==> config.mk <==
export PLATFORM = sky130hd
export DESIGN_NAME = button_ctrl
export DESIGN_NICKNAME = d
export VERILOG_FILES = /design/src/rtl/button_pkg.sv /design/src/rtl/button_channel.sv /design/src/rtl/button_ctrl.sv
export SDC_FILE = /design/constraint.sdc
export NUM_CORES = 1
export LEC_CHECK = 0
export ABC_AREA = 1
export BUFFER_PORTS_ARGS = -buffer_cell sky130_fd_sc_hd__buf_2
export CORE_ASPECT_RATIO = 1.25
export CORE_UTILIZATION = 30
export CTS_BUF_LIST = sky130_fd_sc_hd__clkbuf_4
export DETAILED_ROUTE_END_ITERATION = 12
export GPL_TIMING_DRIVEN = 0
export SYNTH_ARGS = -nofsm -noshare
export SYNTH_HDL_FRONTEND = slang
export SYNTH_SLANG_ARGS = --single-unit
==> constraint.sdc <==
create_clock -name i_clock -period 1.9 [get_ports i_clock]
set_clock_uncertainty 0.05 [all_clocks]
set_input_delay 0 -clock i_clock [delete_from_list [all_inputs] [get_ports i_clock]]
set_output_delay 0 -clock i_clock [all_outputs]
set_load 0.03 [all_outputs]
==> src/rtl/button_pkg.sv <==
// Shared types and sizing helpers for the pushbutton front end.
package button_pkg;

    typedef enum logic [1:0] {
        MODE_TOGGLE      = 2'b00,
        MODE_LEVEL       = 2'b01,
        MODE_LONG_TOGGLE = 2'b10,
        MODE_PULSE       = 2'b11
    } mode_e;

    typedef enum logic {
        ST_RELEASED = 1'b0,
        ST_PRESSED  = 1'b1
    } btn_state_e;

    // One counter width serves both the debounce and the hold counter.
    function automatic int cnt_width(input int deb_cycles, input int long_cycles);
        return $clog2(((deb_cycles > long_cycles) ? deb_cycles : long_cycles) + 1);
    endfunction

endpackage

==> src/rtl/button_channel.sv <==
// One pushbutton channel: synchroniser, debounce, press/release FSM,
// hold counter and run-time selectable output mode.
module button_channel
    import button_pkg::*;
#(
    parameter int SYNC_STAGES     = 2,
    parameter int DEBOUNCE_CYCLES = 4,
    parameter int LONG_CYCLES     = 10
) (
    input  logic       i_clock,
    input  logic       i_reset,
    input  logic       i_signal,
    input  logic [1:0] i_mode,
    input  logic       i_clear,
    output logic       o_state,
    output logic       o_press,
    output logic       o_release,
    output logic       o_long
);

    localparam int CW = cnt_width(DEBOUNCE_CYCLES, LONG_CYCLES);
    localparam logic [CW-1:0] DEB_LAST = CW'(DEBOUNCE_CYCLES - 1);
    localparam logic [CW-1:0] LONG_MAX = CW'(LONG_CYCLES);

    logic [SYNC_STAGES-1:0] sync_q, sync_d;
    logic [CW-1:0]          deb_cnt_q, deb_cnt_d;
    logic                   deb_q, deb_d;
    btn_state_e             state_q, state_d;
    logic [CW-1:0]          hold_q, hold_d;
    logic [1:0]             mode_q;
    logic                   tog_q, tog_d;
    logic                   out_state_q, out_state_d;
    logic                   press_q, press_d;
    logic                   release_q, release_d;
    logic                   long_q, long_d;

    logic  synced, mismatch, flip, rise, fall, tog_ev, mode_chg;
    mode_e mode;

    assign mode = mode_e'(i_mode);

    always_comb begin
        sync_d    = {sync_q[SYNC_STAGES-2:0], i_signal};
        synced    = sync_q[SYNC_STAGES-1];
        mismatch  = synced != deb_q;
        flip      = mismatch && (deb_cnt_q == DEB_LAST);
        deb_cnt_d = (!mismatch || flip) ? '0 : deb_cnt_q + CW'(1);
        deb_d     = deb_q ^ flip;
        rise      = flip && !deb_q;
        fall      = flip && deb_q;
    end

    always_comb begin
        state_d   = state_q;
        hold_d    = hold_q;
        press_d   = 1'b0;
        release_d = 1'b0;
        long_d    = 1'b0;
        case (state_q)
            ST_RELEASED: begin
                if (rise) begin
                    state_d = ST_PRESSED;
                    press_d = 1'b1;
                    hold_d  = '0;
                end
            end
            ST_PRESSED: begin
                if (fall) begin
                    state_d   = ST_RELEASED;
                    release_d = 1'b1;
                    hold_d    = '0;
                end else if (hold_q != LONG_MAX) begin
                    // Saturating at LONG_MAX is what suppresses auto-repeat.
                    hold_d = hold_q + CW'(1);
                    long_d = (hold_q == LONG_MAX - CW'(1));
                end
            end
            default: state_d = ST_RELEASED;
        endcase
    end

    always_comb begin
        mode_chg = i_mode != mode_q;
        tog_ev   = ((mode == MODE_TOGGLE) && press_d) ||
                   ((mode == MODE_LONG_TOGGLE) && long_d);
        // Clear beats a coincident toggle event; the event pulse itself still goes out.
        tog_d    = (i_clear || mode_chg) ? 1'b0 : (tog_q ^ tog_ev);
        case (mode)
            MODE_LEVEL: out_state_d = deb_d;
            MODE_PULSE: out_state_d = press_d;
            default:    out_state_d = tog_d;
        endcase
    end

    always_ff @(posedge i_clock or posedge i_reset) begin
        if (i_reset) begin
            sync_q      <= '0;
            deb_cnt_q   <= '0;
            deb_q       <= 1'b0;
            state_q     <= ST_RELEASED;
            hold_q      <= '0;
            mode_q      <= '0;
            tog_q       <= 1'b0;
            out_state_q <= 1'b0;
            press_q     <= 1'b0;
            release_q   <= 1'b0;
            long_q      <= 1'b0;
        end else begin
            sync_q      <= sync_d;
            deb_cnt_q   <= deb_cnt_d;
            deb_q       <= deb_d;
            state_q     <= state_d;
            hold_q      <= hold_d;
            mode_q      <= i_mode;
            tog_q       <= tog_d;
            out_state_q <= out_state_d;
            press_q     <= press_d;
            release_q   <= release_d;
            long_q      <= long_d;
        end
    end

    assign o_state   = out_state_q;
    assign o_press   = press_q;
    assign o_release = release_q;
    assign o_long    = long_q;

endmodule

==> src/rtl/button_ctrl.sv <==
// Multi-channel pushbutton front end: one independent button_channel per input.
module button_ctrl
    import button_pkg::*;
#(
    parameter int N_BUTTON        = 4,
    parameter int SYNC_STAGES     = 2,
    parameter int DEBOUNCE_CYCLES = 4,
    parameter int LONG_CYCLES     = 10
) (
    input  logic                  i_clock,
    input  logic                  i_reset,
    input  logic [N_BUTTON-1:0]   i_signal,
    input  logic [2*N_BUTTON-1:0] i_mode,
    input  logic                  i_clear,
    output logic [N_BUTTON-1:0]   o_state,
    output logic [N_BUTTON-1:0]   o_press,
    output logic [N_BUTTON-1:0]   o_release,
    output logic [N_BUTTON-1:0]   o_long
);

    for (genvar g = 0; g < N_BUTTON; g++) begin : g_ch
        button_channel #(
            .SYNC_STAGES     (SYNC_STAGES),
            .DEBOUNCE_CYCLES (DEBOUNCE_CYCLES),
            .LONG_CYCLES     (LONG_CYCLES)
        ) u_ch (
            .i_clock   (i_clock),
            .i_reset   (i_reset),
            .i_signal  (i_signal[g]),
            .i_mode    (i_mode[2*g+1:2*g]),
            .i_clear   (i_clear),
            .o_state   (o_state[g]),
            .o_press   (o_press[g]),
            .o_release (o_release[g]),
            .o_long    (o_long[g])
        );
    end

endmodule

### Word level (Yosys, flattened, before mapping)

Cells that the tools add are included.

* add/sub/neg operators: 8
* equal/unequal tests: 40
* mux-type cells: 64
* bitwise gates (word level): 12
* reduce and logical (&&, ||, !) cells: 48

Operator list (count)
* $mux W4: 16
* $mux W1: 36
* $add A4 B1 Y4 const B: 8
* $pmux W4 S2: 4
* $logic_and A1 B1 Y1: 20
* $eq A2 B2 Y1 const B: 8
* $eq A4 B2 Y1 const B: 4
* $eq A4 B4 Y1 const B: 4
* $ne A4 B4 Y1 const B: 4
* $pmux W1 S2: 8
* $logic_or A1 B1 Y1: 12
* $ne A3 B3 Y1 const B: 4
* $eq A2 B1 Y1 const B: 4
* $logic_not A1 Y1: 8
* $logic_not A2 Y1: 4
* $ne A2 B1 Y1 const B: 4
* $ne A2 B2 Y1: 4
* $reduce_and A2 Y1: 4
* $xor A1 B1 Y1: 8
* $ne A1 B1 Y1: 4
* $not A1 Y1: 4

* flip-flop bits (word level): 76
* bits of input ports: 15
* output and inout bits: 16
* word-level logic and storage cells: 216

### Longest topological paths before layout

Gate-level depths: netlist (run 1).

* word-level depth: 10
* mapped depth: 9
* gate-level depth less buffers: 9

### Modules after synthesis

A second synthesis (run 1) with hierarchy kept.

* cell total of the unflattened synthesis: 390
* area total of the unflattened synthesis: 3679.8 um^2

By module, submodules not included
* button_channel (g_ch[1].u_ch ...): instances 3, cells an instance 98, area each 923.4 um^2, seq. area each 475.5 um^2
* button_channel (g_ch[0].u_ch): instances 1, cells an instance 96, area each 909.6 um^2, seq. area each 475.5 um^2

### Worst setup path before layout (run 1)

OpenSTA, ideal clock, no wires.

* path type: reg2reg
* start point: register g_ch[3].u_ch.deb_cnt_q[0]
* end point: register g_ch[3].u_ch.hold_q[0]
* arrival: 1.161 ns
* slack: 0.558 ns
* stages on the path, launching flop included: 8
* buffers on the path: 0
* period minus slack after synthesis: 1.342 ns
* cells stage by stage: dfrtp_1 -> ha_1 -> nand2_2 -> nor2_2 -> nand2_2 -> nor2_4 -> a21oi_2 -> o21ai_0

* longest elaborated chain between the ends: 5
* elaborated cells between the ends (all ways): 9

Ends and longest elaborated chain
* start, declared: RTL line button_channel.sv:26 `logic [CW-1:0] deb_cnt_q, deb_cnt_d;`
* start signal, assigned: RTL line button_channel.sv:110 `deb_cnt_q <= deb_cnt_d;`
* $eq A4 B2 Y1 (*): RTL line button_channel.sv:46 `flip = mismatch && (deb_cnt_q == DEB_LAST);`
* $logic_and A1 B1 Y1 (*): RTL line button_channel.sv:46
* $logic_and A1 B1 Y1 (on tied branches): RTL line button_channel.sv:50, button_channel.sv:49
* $mux W4, or another cell as far along: RTL line button_channel.sv:68 `if (fall) begin`
* $pmux W4 S2 / $reduce_and A2 Y1 (equally long branches)
* end signal, assigned: RTL line button_channel.sv:113 `hold_q <= hold_d;`
* end, declared: RTL line button_channel.sv:29 `logic [CW-1:0] hold_q, hold_d;`

Mark *: on every way between the ends. The rest lies on a longest branch, timed or not.
A chain may end at the register's enable or synchronous reset.

### Final worst setup path (run 1)

Same ends and word-level chain as after synthesis.

==> run metrics, run 1 <==
outcome=completed; Placed Area=4070 µm²; Seq cells post-synth=76; Die H=126 µm; Rows=44; Warnings, synthesis=0; Net Count, Synth=441; clock-pin slew on the worst setup and hold paths=130 ps; total track usage=11.8%; Post-synth EDFFs=0; met2 wire length=between 3000 and 4000 µm; DR top layer=met4; largest net degree at the start of global routing=between 40 and 50; endpoints failing setup=0; TritonRoute pass-1 iters=4; CP peak stage delay=420 ps; CP Cell Sequence=ha_1 -> nand3_2 -> nand4_1 -> a21oi_2 -> o21ai_0; CP endpoint kind=flip-flop; CTS Buf Count=9; clock sink count=76; DR vias=2745; element type at the critical path start=flip-flop; Worst EP required=2160 ps; TritonCTS clock tree=yes; number of global-route vias before repair=around 2900; max-cap violation count=0; share of cells above drive strength 1=20.6%; most frequent cells in the layout=dfrtp_1 (76), inv_1 (58), nand2_1 (56), nor2_1 (48); Worst Max-Slew Pin Slew=about 800 ps; Most used DFF post-synth=dfrtp_1; DRT iter0 DRCs=105; Tcrit/Tclk final=82.2%; final hold vios=0; critical path's slowest cell=dfrtp_1; Layout Nets=497; Synth area leaders=dfrtp_1 (52%), inv_1 (6.0%), nand2_1 (5.7%), ha_1 (5.4%), nor2_1 (4.9%); final instance area=roughly 4400 µm²; H-tree Lvls=3; die width=101 µm; fmax=between 0.6 and 0.7 GHz; non-filler cells, final=632; I/O pin count=31; power density cells=1080 nW/µm²; Post-DRT Antenna Nets=0; RSZ-0062 raised after global routing=false; Antenna Cells=0; Initial Utilization=31.3%; Routed WL=approximately 6500 µm; ys async rst share=100%; commonest non-fill, non-tap cell in the layout=dfrtp_1; count of buffers from port buffering=30; syn_area_per_cell=9.00 µm²; RePlAce Congestion=between 0.7 and 0.8; sequential area share after synthesis=51.5%; Post-CTS Resized=0; Root Driver=clkbuf_4; slew margin rel.=a little under half; total gr overflow=0; vias per inst=between 4 and 5; synthesized area=roughly 3700 µm²; WL per Instance=10.3 µm; worst skew pair latency=420 ps; first-pass GRT wire length=12100 µm; Core Area=11800 µm²; area leader, netlist=dfrtp_1; static leakage=0.00219 µW; die area=12700 µm²; total power=4720 µW; min cycle time layout=1560 ps; Slew Viols, Final=0; Met1 Wirelength=3080 µm; area grow syn2layout=18.2%; hpwl dp=4740 µm; clock tree buffer depth=2; initial antenna violation count=0; DR DRC count=0; worst path arrival time=between 1500 and 2000 ps; Cells after Synth=between 400 and 500; Fin Setup TNS=0 ps; placed cells=602; worst vdd ir=0.000621 V; Setup CP Type=flip-flop to flip-flop; Yosys top cell area share=51.5%; worst hold path class=input port to flip-flop; CP Max Fanout=8; DR WL met3=179 µm; Distinct cells, synth=28
-- cell families (layout without fill, tap and decap cells) --
kind of cell / after synthesis / count (layout) / synth area share [%]
compound gates: 45 / 45 / 6.92
xor+xnor: 10 / 10 / 2.37
fa+ha+maj: 16 / 16 / 5.43
buf+inv: 77 / 138 / 9.46
flops: 76 / 76 / 51.5
simple gates: 186 / 186 / 24.3
-- worst paths after layout --
path                                            from                endpoint  slack [ps]  depth (start not counted)
max in group asynchronous                    i_reset    g_ch[3].u_ch.o_state         930                          4
setup / recovery           g_ch[3].u_ch.deb_cnt_q[0]  g_ch[3].u_ch.hold_q[0]         340                          5
setup reg to reg           g_ch[3].u_ch.deb_cnt_q[0]  g_ch[3].u_ch.hold_q[0]         340                          5
min in group asynchronous                    i_reset  g_ch[0].u_ch.sync_q[0]         220                          3
hold reg to reg               g_ch[1].u_ch.sync_q[0]  g_ch[1].u_ch.sync_q[1]         310                          0
hold / removal                           i_signal[3]  g_ch[3].u_ch.sync_q[0]         160                          2
-- synthesized netlist by cell type (8+ instances only) --
cell and instances:
nand4_1 9, inv_1 59, o21ai_0 21, a21oi_1 9, nand2_1 56, nor2_1 48
buf_4 16, xor2_1 10, nand3_1 30, dfrtp_1 76, ha_1 16, or2_2 8
-- what timing repair did --
action,CTS,global route
hold endpoints to repair,53,0
setup buffers,0,0
hold buffers,14,0
-- critical path, delay by kind of cell (launching register included) --
kind,cells,cell delay [ps]
flops,1,420
simple gates,2,280
compound gates,2,460
fa+ha+maj,1,240
-- flip-flops by register name, summed over array words and instances (netlist names), named ones only --
name and flops:
g_ch.u_ch.o_long 4, g_ch.u_ch.sync_q 8, g_ch.u_ch.o_release 4, g_ch.u_ch.mode_q 8
g_ch.u_ch.o_state 4, g_ch.u_ch.deb_q 4, g_ch.u_ch.tog_q 4, g_ch.u_ch.o_press 4
g_ch.u_ch.hold_q 16, g_ch.u_ch.deb_cnt_q 16
-- power breakdown --
group	switching [µW]	leakage, µW	internal [µW]
registers	304	0.000985	1940
clock network	580	0.0000854	530
logic	856	0.00112	514
-- per-stage QoR --
stage          worst slack, ps  utilization, %  hold WS (ps)
6_report                   338            37.0           158
5_1_grt                    182            37.0           129
4_1_cts                    332            37.0           131
3_5_place_dp               335            34.5          60.1
3_3_place_gp               394            34.3          58.9
2_1_floorplan              558               -         -18.6
-- cell type report --
class | count | area (µm²)
buffer | 16 | 120
fill | 1245 | 7420
clock buffer | 9 | 67.6
multi-input combinational | 257 | 1440
clock inverter | 7 | 90.1
timing repair buffer | 45 | 310
inverter | 61 | 233
tap | 161 | 201
sequential | 76 | 1900
-- metal layers --
| metal | track usage (%) | vias to the layer above |
|---|---|---|
| met3 | 2.66 | 10 |
| met5 | 0 | - |
| met4 | 4.69 | 0 |
| met2 | 19.5 | 34 |
| li1 | - | 1415 |
| met1 | 14.8 | 1286 |
Note: power is estimated with default switching activity, not from simulation.
==> run 2, diff against run 1 <==
Clock period 1.9 ns to 1.3 ns, I/O delays scaled along.
==> run metrics, run 2 (synthesized netlist as in run 1, its figures left out) <==
clock tree buffer depth=2; RSZ-0062 raised after global routing=true; DR DRC count=0; TritonRoute pass-1 iters=4; CP Max Fanout=3; element type at the critical path start=flip-flop; Worst Max-Slew Pin Slew=856 ps; worst path arrival time=1720 ps; Slew Viols, Final=0; CP endpoint kind=flip-flop; Fill cells=between 1000 and 1500; WL per Instance=11.3 µm; count of buffers from port buffering=30; Antenna Cells=0; RePlAce Congestion=0.788; final hold vios=0; most frequent cells in the layout=dfrtp_1 (73), buf_4 (57), inv_1 (49), nand2_1 (45), nor2_1 (39); commonest non-fill, non-tap cell in the layout=dfrtp_1; clock sink count=76; Routed WL=approximately 7600 µm; Setup CP Type=flip-flop to flip-flop; endpoints failing setup=24; die width=101 µm; Tcrit/Tclk final=112%; Root Driver=clkbuf_4; reg-to-reg endpoint=g_ch[2].u_ch.tog_q; H-tree Lvls=3; fmax=0.686 GHz; area grow syn2layout=37.6%; worst hold path class=input port to flip-flop; die area=12700 µm²; I/O pin count=31; Initial Utilization=31.3%; min cycle time layout=approximately 1500 ps; power density cells=roughly 1600 nW/µm²; Placed Area=4110 µm²; Multi-input gate area=1850 µm²; WHS Endpoint=g_ch[1].u_ch.sync_q[0]; CTS Buf Count=9; DRT iter0 DRCs=88; Worst EP required=1560 ps; hpwl dp=4710 µm; static leakage=0.00242 µW; reg2reg path depth=7; Die H=126 µm; hold slack=152 ps; r2r setup slk=-160 ps; vias per inst=4.41; TritonCTS clock tree=yes; initial antenna violation count=0; share of cells above drive strength 1=39.4%; worst skew pair latency=420 ps; DR vias=2975; first-pass GRT wire length=about 13000 µm; slew margin rel.=42.8%; largest net degree at the start of global routing=40; start point of the worst hold path=i_signal[1]; number of global-route vias before repair=2925; outcome=complete, but fails checks; worst vdd ir=around 0.0008 V; total track usage=12.3%; clock-pin slew on the worst setup and hold paths=130 ps; Reg area=1910 µm²; fin worst setup slack=-159 ps; Post-DRT Antenna Nets=0; Core Area=11800 µm²; worst r2r src=g_ch[2].u_ch.hold_q[1]; top flop regs=g_ch.u_ch.deb_cnt_q x16, g_ch.u_ch.hold_q x16; Layout Nets=539; max-cap violation count=0; final instance area=5080 µm²; failing checks=setup timing; Rows=44; hold depth=2; total gr overflow=0
run 2: changes by cell type in the layout (fill, tap and decap cells not counted), sizes merged:
cell	delta
buf	+42
clkinvlp	+2
bufinv	-1
clkinv	-1
run 2: area by class of cell:
type	instances	share of cell area [%]
Tap cell	161	3.97
Inverter	61	4.68
Buffer	16	2.37
Clock buffer	9	1.33
Clock inverter	7	1.31
Timing Repair Buffer	87	12.4
Multi-Input combinational cell	257	36.4
Sequential cell	76	37.5
run 2: worst max-delay path by stage:
| stage | startpoint | end | slack (ps) | cells past startpoint |
|---|---|---|---|---|
| detailed placement | g_ch[3].u_ch.deb_cnt_q[0] | g_ch[3].u_ch.o_state | -200 | 9 |
| global placement | i_reset | g_ch[2].u_ch.hold_q[3] | -180 | 2 |
| floorplan | g_ch[1].u_ch.hold_q[1] | g_ch[1].u_ch.tog_q | -20 | 8 |
| CTS | g_ch[1].u_ch.hold_q[1] | g_ch[1].u_ch.o_state | -150 | 9 |
| global route | g_ch[0].u_ch.deb_cnt_q[1] | g_ch[0].u_ch.hold_q[2] | -250 | 9 |
| finish | g_ch[2].u_ch.hold_q[1] | g_ch[2].u_ch.tog_q | -160 | 7 |
run 2: stage by stage:
| stage | utilization [%] | setup WS (ps) | setup TNS [ps] | std cells | power [µW] |
|---|---|---|---|---|---|
| global placement | 34.7 | -181 | -15940 | 601 | 5280 |
| global route | 43.1 | -246 | -4700 | 674 | 8900 |
| floorplan | - | -20.9 | -39.1 | 410 | 4870 |
| CTS | 40.4 | -146 | -1980 | 658 | 7580 |
| finish | 43.1 | -159 | -2050 | 674 | 8290 |
| detailed placement | 34.9 | -196 | -3430 | 602 | 5380 |
run 2: worst max-delay path, cell delays in order, from the launching register on:
cell and delay, ps:
dfrtp_1 430, buf_4 160, ha_4 170, nor3_4 170, nand3_2 100, nand2_1 70
nand2_1 60, and3_1 150
run 2: layer usage:
layer / share of wire, % / wire, µm / GRT usage (%) / vias to the layer above
met5: 0 / 0 / 0 / -
met1: 44 / 3360 / 15.1 / 1416
li1: - / - / - / 1502
met4: 2.2 / 167 / 5.71 / 0
met2: 52 / 3940 / 20.9 / 40
met3: 2.2 / 171 / 2.16 / 17
run 2: timing repair:
item	CTS	global route
setup endpoints to repair	28	43
gates resized for setup	47	52
pin swaps	26	27
endpoints found under the hold margin	55	0
setup buffers	26	18
hold buffers	14	0
run 2: power by group:
part           leakage [µW]  switching, µW  total [µW]  internal (µW)
clock network     0.0000674            868        1450            577
logic               0.00138           1870        3500           1630
registers          0.000981            513        3340           2830
total               0.00242           3250        8290           5030
==> run 3, diff against run 2 <==
Settings changed: SETUP_SLACK_MARGIN set to 0.05, SLEW_MARGIN set to 0.
==> run metrics, run 3 (synthesized netlist as in run 1, its figures left out) <==
outcome=complete, but fails checks; failing checks=setup timing; Layout Nets=546; power density cells=about 1600 nW/µm²; critical path's slowest cell=dfrtp_1; DRT iter0 DRCs=96; Placed Area=4160 µm²; clock-pin slew on the worst setup and hold paths=120 ps; die area=12700 µm²; TritonRoute pass-1 iters=4; Tcrit/Tclk final=114%; die width=101 µm; TritonCTS clock tree=yes; max-cap violation count=0; CP Max Fanout=4; most frequent cells in the layout=dfrtp_1 (68), buf_4 (55), inv_1 (45), nand2_1 (45), nor2_1 (37); Setup CP Type=flip-flop to flip-flop; min cycle time layout=1490 ps; most used cell, CP=nand2_1; H-tree Lvls=3; worst skew pair latency=~420 ps; Worst Max-Slew Pin Slew=roughly 840 ps; Routed WL=roughly 8100 µm; CP Cell Sequence=inv_2 -> ha_4 -> nand2_4 -> nor3_4 -> nand3_2 -> nand2_1 -> nand2_1 -> nand4_1 -> nand2_1; CTS Buf Count=9; Post-DRT Antenna Nets=0; CP endpoint kind=flip-flop; Antenna Cells=0; number of global-route vias before repair=3042; static leakage=0.00249 µW; count of buffers from port buffering=30; clock tree buffer depth=2; Core Area=11800 µm²; worst hold path class=input port to flip-flop; Die H=126 µm; Buf/Inv on CP=1; vias per inst=4.41; commonest non-fill, non-tap cell in the layout=dfrtp_1; final instance area=5310 µm²; CP peak stage delay=~440 ps; worst path arrival time=between 1500 and 2000 ps; Initial Utilization=31.3%; I/O pin count=31; first-pass GRT wire length=13100 µm; final hold vios=0; Setup WS pre-CTS=-192 ps; Fin Setup TNS=-2810 ps; WL per Instance=11.9 µm; total gr overflow=0; total track usage=12.7%; slew margin rel.=44.1%; delay-heaviest family, CP=simple AND/OR/NAND/NOR gates; hpwl dp=4730 µm; top flop regs=g_ch.u_ch.deb_cnt_q x16, g_ch.u_ch.hold_q x16; element type at the critical path start=flip-flop; share of cells above drive strength 1=44.6%; total power=8600 µW; RePlAce Congestion=0.760; worst vdd ir=about 0.00096 V; initial antenna violation count=0; fmax=around 0.67 GHz; endpoints failing setup=25; DR vias=around 3000; Root Driver=clkbuf_4; Slew Viols, Final=0; DR DRC count=0; fin worst setup slack=-188 ps; Worst EP required=1550 ps; area grow syn2layout=43.8%; largest net degree at the start of global routing=40; RSZ-0062 raised after global routing=true; Rows=44; clock sink count=76
[run 3: changes by cell type in the layout (fill, tap and decap cells not counted), moves of 4 or more]
cell | before | now
buf_6 | 1 | 10
dfrtp_1 | 73 | 68
dfrtp_2 | 3 | 8
inv_1 | 49 | 45
inv_2 | 9 | 13
nor2_2 | 9 | 5
nor2_4 | 9 | 15
[run 3: routing by layer]
metal  up-vias  global-route usage, %  share of wire (%)
li1       1518                      -                  -
met1      1418                   15.2                 43
met2        43                   22.4                 52
met3        18                   2.22                2.3
met4         0                   5.12                2.0
met5         -                      0                  0
[run 3: worst reg2reg max path: cells and delay by family (launching register included)]
kind	cells	cell delay [ps]
and+or+nand+nor	7	670
buffers and inverters	1	90
adders and majority gates	1	130
DFF	1	440
[run 3: report_power, final]
part / switching (µW) / leakage, µW / internal, µW / total, µW
Combinational: 2010 / 0.00144 / 1780 / 3790
Clock: 805 / 0.0000695 / 633 / 1440
Sequential: 537 / 0.000974 / 2840 / 3380
[run 3: final timing paths]
check / startpoint / end / slack (ps) / cells after the start
worst max register to register: g_ch[1].u_ch.hold_q[1] / g_ch[1].u_ch.o_state / -190 / 9
worst min register to register: g_ch[1].u_ch.sync_q[0] / g_ch[1].u_ch.sync_q[1] / 310 / 0
min in group asynchronous: i_reset / g_ch[0].u_ch.o_release / 240 / 3
worst min-delay path: i_mode[6] / g_ch[3].u_ch.o_state / 40 / 5
max in group asynchronous: i_reset / g_ch[0].u_ch.deb_q / 280 / 4
worst max-delay path: g_ch[1].u_ch.hold_q[1] / g_ch[1].u_ch.o_state / -190 / 9
[run 3: repair_timing]
item                                    4_1_cts  5_1_grt
gates resized for setup                      50       82
endpoints found under the setup margin       31       49
pin swaps                                    27       36
setup buffers                                33       19
hold endpoints to repair                     55        0
hold buffers                                 14        0
[run 3: area by class of cell]
type                            count  area [µm²]
Buffer                             16         120
Clock buffer                       12        90.1
Clock inverter                      2        37.5
Fill cell                        1113        6480
Inverter                           61         238
Multi-Input combinational cell    257        1990
Sequential cell                    76        1910
Tap cell                          161         201
Timing Repair Buffer               94         716
[run 3: through the flow]
stage	utilization, %	std cells	hold WS (ps)
3_5_place_dp	35.3	602	59.3
4_1_cts	41.3	663	3.05
6_report	45.0	679	36.4
5_1_grt	45.0	679	79.9
2_1_floorplan	-	410	-18.6
3_3_place_gp	35.1	601	59.1
